--- src/rtl/enc_pkg.sv ---
// Shared defaults and FSM state type for the event encoder.
package enc_pkg;
    localparam int N_DEF = 8;
    localparam int W_DEF = 3;

    typedef enum logic {
        IDLE = 1'b0,
        HOLD = 1'b1
    } state_t;
endpackage

--- src/rtl/rr_pick.sv ---
// Combinational round-robin priority encoder: lowest set bit at or above ptr,
// falling back to the lowest set bit overall when nothing lies above ptr.
module rr_pick
    import enc_pkg::*;
#(
    parameter int N = N_DEF,
    parameter int W = W_DEF
) (
    input  logic [N-1:0] pending,
    input  logic [W-1:0] ptr,
    output logic [W-1:0] idx,
    output logic         any
);
    logic [N-1:0] upper;

    generate
        for (genvar gi = 0; gi < N; gi++) begin : g_upper
            assign upper[gi] = pending[gi] & (ptr <= W'(gi));
        end
    endgenerate

    // The second scan overrides the wrapped result whenever a bit at or above ptr exists.
    always_comb begin
        idx = '0;
        for (int i = N - 1; i >= 0; i--) begin
            if (pending[i]) idx = W'(i);
        end
        for (int i = N - 1; i >= 0; i--) begin
            if (upper[i]) idx = W'(i);
        end
        any = |pending;
    end
endmodule

--- src/rtl/event_encoder.sv ---
// Collects request lines into a pending register and hands out one line index
// at a time over valid/ready, serving lines in round-robin order.
module event_encoder
    import enc_pkg::*;
#(
    parameter int N = N_DEF,
    parameter int W = W_DEF
) (
    input  logic         clk,
    input  logic         rst_n,
    input  logic [N-1:0] req,
    output logic [W-1:0] code,
    output logic         valid,
    input  logic         ready,
    output logic [N-1:0] pending,
    output logic         overflow
);
    state_t       state;
    logic [W-1:0] ptr;
    logic [W-1:0] pick_idx;
    logic         pick_any;
    logic [N-1:0] clr;

    rr_pick #(.N(N), .W(W)) u_rr_pick (
        .pending (pending),
        .ptr     (ptr),
        .idx     (pick_idx),
        .any     (pick_any)
    );

    assign clr = (valid && ready) ? (N'(1) << code) : '0;

    // OR-ing req after the clear lets a same-cycle request keep its bit set.
    always_ff @(posedge clk or negedge rst_n) begin
        if (!rst_n) begin
            pending  <= '0;
            overflow <= 1'b0;
        end else begin
            pending  <= (pending & ~clr) | req;
            overflow <= |(req & pending & ~clr);
        end
    end

    always_ff @(posedge clk or negedge rst_n) begin
        if (!rst_n) begin
            state <= IDLE;
            code  <= '0;
            valid <= 1'b0;
            ptr   <= '0;
        end else begin
            case (state)
                IDLE: begin
                    if (pick_any) begin
                        code  <= pick_idx;
                        valid <= 1'b1;
                        state <= HOLD;
                    end else begin
                        valid <= 1'b0;
                    end
                end
                HOLD: begin
                    if (ready) begin
                        ptr   <= code + W'(1);
                        valid <= 1'b0;
                        state <= IDLE;
                    end
                end
                default: begin
                    state <= IDLE;
                    valid <= 1'b0;
                end
            endcase
        end
    end
endmodule

--- config.mk ---
export PLATFORM = sky130hd
export DESIGN_NAME = event_encoder
export DESIGN_NICKNAME = d
export VERILOG_FILES = /design/src/rtl/enc_pkg.sv /design/src/rtl/rr_pick.sv /design/src/rtl/event_encoder.sv
export SDC_FILE = /design/constraint.sdc
export NUM_CORES = 1
export LEC_CHECK = 0
export BUFFER_PORTS_ARGS = -buffer_cell sky130_fd_sc_hd__buf_2
export CORE_ASPECT_RATIO = 1.4
export CORE_MARGIN = 5
export CORE_UTILIZATION = 56
export DETAILED_ROUTE_END_ITERATION = 6
export PLACE_DENSITY = 0.82
export SYNTH_ARGS = -nofsm -noshare
export SYNTH_HDL_FRONTEND = slang
export SYNTH_SLANG_ARGS = --single-unit
--- constraint.sdc ---
create_clock -name clk -period 3.79 [get_ports clk]
set_clock_uncertainty 0.2 [all_clocks]
set_input_delay 0.758 -clock clk [delete_from_list [all_inputs] [get_ports clk]]
set_output_delay 0.758 -clock clk [all_outputs]
set_load 0.02 [all_outputs]
==> run_results.csv <==
group,metric,value,unit
outcome,outcome,"finished, final reports clean",
worst_setup_path,worst-setup-path-type,"flip-flop to output pin",
die,start_util,0.598,
die,die_area,0.00288,mm²
power_and_ir_drop,p_leak,0.542,nW
power_and_ir_drop,power_frac_clock,0.130,
worst_setup_path,crit_path_start_kind,"flip-flop",
worst_setup_path,endpoint_kind,"output pin",
clock_network,path_clk_slew,0.09,ns
final_layout,layout_commonest_cell,"buf_2",
final_layout,antennaDiodeCount,0,
clock_network,post_cts_resized,0,
final_layout,regArea,425,µm²
timing,setup_tns,0,ns
timing,rsz0062_at_grt,"no",
min_path,hold_path_class,"primary input to async pin",
synth,ys.flop_type,"dfrtp_1",
synth,ys_seq_area_frac,0.400,
timing,fmax,486,MHz
final_layout,layout-drive-gt1-share,0.225,
drt,vias_per_cell,5.91,
worst_setup_path,reg2reg_setup_slack,2.11,ns
clock_network,htree_levels,1,
synth,synth_edf_count,0,
flow_run,maxCapViolations,0,
synth,synthArstFlopShare,1.00,
worst_setup_path,r2r.worst_path.cells,4,
final_layout,multiInputGateArea,579,µm²
synth,ys_ff_latch,17,
synth,ys_types,34,
power_and_ir_drop,p_int,0.406,mW
worst_setup_path,arrival,1.10,ns
placement,preCtsSetupSlack,1.79,ns
clock_network,holdBufCountCts,0,
timing,timing.final.ws_setup,1.73,ns
drt,ant_nets,0,
worst_setup_path,slowest_stage,"dfrtp_1",
final_layout,nFillCells,152,
drt,drc,0,
final_layout,most-common-layout-cells,"buf_2, nand2_1, dfrtp_1",
drt,first_iter_violations,35,
die,rows,18,
power_and_ir_drop,swShare,0.449,
timing,period_share,0.543,
drt,wire_per_inst,15.6,µm
placement,dp_hpwl,1860,µm
synth,syn_area,0.00106,mm²
final_layout,nets,156,
global_routing,antenna_found_initial,0,
placement,gp_congestion,0.836,
power_and_ir_drop,seq_power_share,0.443,
global_routing,grt_usage,0.197,
placement,portBuffers,23,
clock_network,numCtsBuffers,3,
synth,avgSynthCellArea,9.25,µm²
worst_setup_path,cp_cell_sequence,"buf_2",
synth,synth_nets,132,
worst_setup_path,reg2reg_from,"pending[3]",
die,pin_count,24,
final_layout,syn_to_final_growth,12.6,%
power_and_ir_drop,p_total,0.736,mW
global_routing,grt_pass1_vias,895,
timing,setup_viol,0,
timing,finalMaxSlewViolations,0,
clock_network,post_cts_buffers,0,
die,die_x,46.8,µm
global_routing,grt_pass1_wl,4060,µm
worst_setup_path,cp_top_family,"flip-flops",
global_routing,grt_start_max_net_pins,18,
worst_setup_path,worst_path_largest_cell_delay,0.57,ns
power_and_ir_drop,p_sw,0.330,mW
power_and_ir_drop,powerDensity,615,mW/mm²
worst_setup_path,cp.required,2.83,ns
worst_setup_path,critPathMaxFanout,9,
die,die_h,61.6,µm
clock_network,cts_root_buf,"clkbuf_4",
die,core,0.00178,mm²
clock_network,cts_tree,"yes",
clock_network,cts_buffer_depth,2,
clock_network,cts_sinks,17,
clock_network,clk_latency,0.29,ns
synth,synthCells,115,
drt,dr_total_vias,933,
global_routing,grt.overflow.total,0,
timing,finalHoldViolCount,0,
power_and_ir_drop,combPwrFrac,0.427,
power_and_ir_drop,irDropWorstVdd,0.369,mV
synth,ys_warn_count,0,
worst_setup_path,crit_buf_inv,1,
worst_setup_path,reg2reg_to,"code[2]",
drt,wl,2460,µm
timing,tightest_slew,0.386,ns
drt,dr.pass1.iters,4,
timing,fin_crit,2.06,ns
timing,maxSlewHeadroom,0.743,
==> power by group through the flow <==
stage | sequential [mW] | clock (mW) | combinational, mW
after floorplan | 0.332 | 0 | 0.209
after global placement | 0.323 | 0 | 0.307
after detailed placement | 0.328 | 0 | 0.316
after CTS | 0.325 | 0.0981 | 0.318
after global routing | 0.339 | 0.107 | 0.355
final | 0.326 | 0.0960 | 0.314
==> how the worst max path moves through the flow <==
| stage | start | endpoint | depth (start not counted) |
|---|---|---|---|
| floorplan | ready | overflow | 5 |
| CTS | pending[5] | pending[5] | 1 |
| global route | pending[5] | pending[5] | 1 |
| detailed placement | ready | overflow | 6 |
| global placement | ready | overflow | 6 |
| finish | pending[6] | pending[6] | 1 |
==> state kept, by name, summed over array words and instances, names as in the netlist <==
signal	cells
pending	8
code	3
overflow	1
valid	1
ptr	3
state	1
==> synth_stat cells, drive strengths merged, types with 2 or more instances <==
cell type  number  share of area
nand3          10          0.047
buf             4          0.031
nor4            2          0.040
nand2          17          0.060
nand2b          2          0.012
dfrtp          17           0.40
nor2            8          0.028
a21o            8          0.065
inv             7          0.025
a21oi           4          0.019
o21ai           9          0.042
ha              6          0.071
a21boi          2          0.014
nor2b           2          0.012
==> final cells by class <==
type | count | area share
tap | 20 | 0.0209
timing repair buffer | 23 | 0.0961
clock buffer | 4 | 0.0219
multi-input combinational | 87 | 0.484
sequential | 17 | 0.355
inverter | 7 | 0.0219
==> routing by layer <==
metal / global-route usage / wire length, µm
met1: 0.245 / 1030
met2: 0.334 / 1210
met3: 0.0234 / 179
met4: 0.0909 / 32
met5: 0 / 0
==> worst register-to-register path, stage by stage (launching register included) <==
cell and delay (ns):
dfrtp_1 0.51, nor4_4 0.36, a21o_4 0.21, nor2_1 0.07, a32o_1 0.24
==> through the flow <==
| stage | cells | utilization | hold slack, ns | instance area [µm²] |
|---|---|---|---|---|
| CTS | 158 | 0.673 | 0.183 | 1200 |
| floorplan | 115 | - | 0.262 | 1060 |
| finish | 158 | 0.673 | 0.173 | 1200 |
| global placement | 154 | 0.658 | 0.344 | 1170 |
| detailed placement | 154 | 0.658 | 0.365 | 1170 |
| global route | 158 | 0.673 | 0.193 | 1200 |
==> cell families after synthesis <==
family	synth area share
AND/OR/NAND/NOR	0.241
adder cells (fa/ha/maj)	0.0706
buffers and inverters	0.0553
AO/OA/AOI/OAI	0.222
flip-flops	0.400
multiplexers	0.0106
No activity file was read; power rests on OpenSTA's default activity.
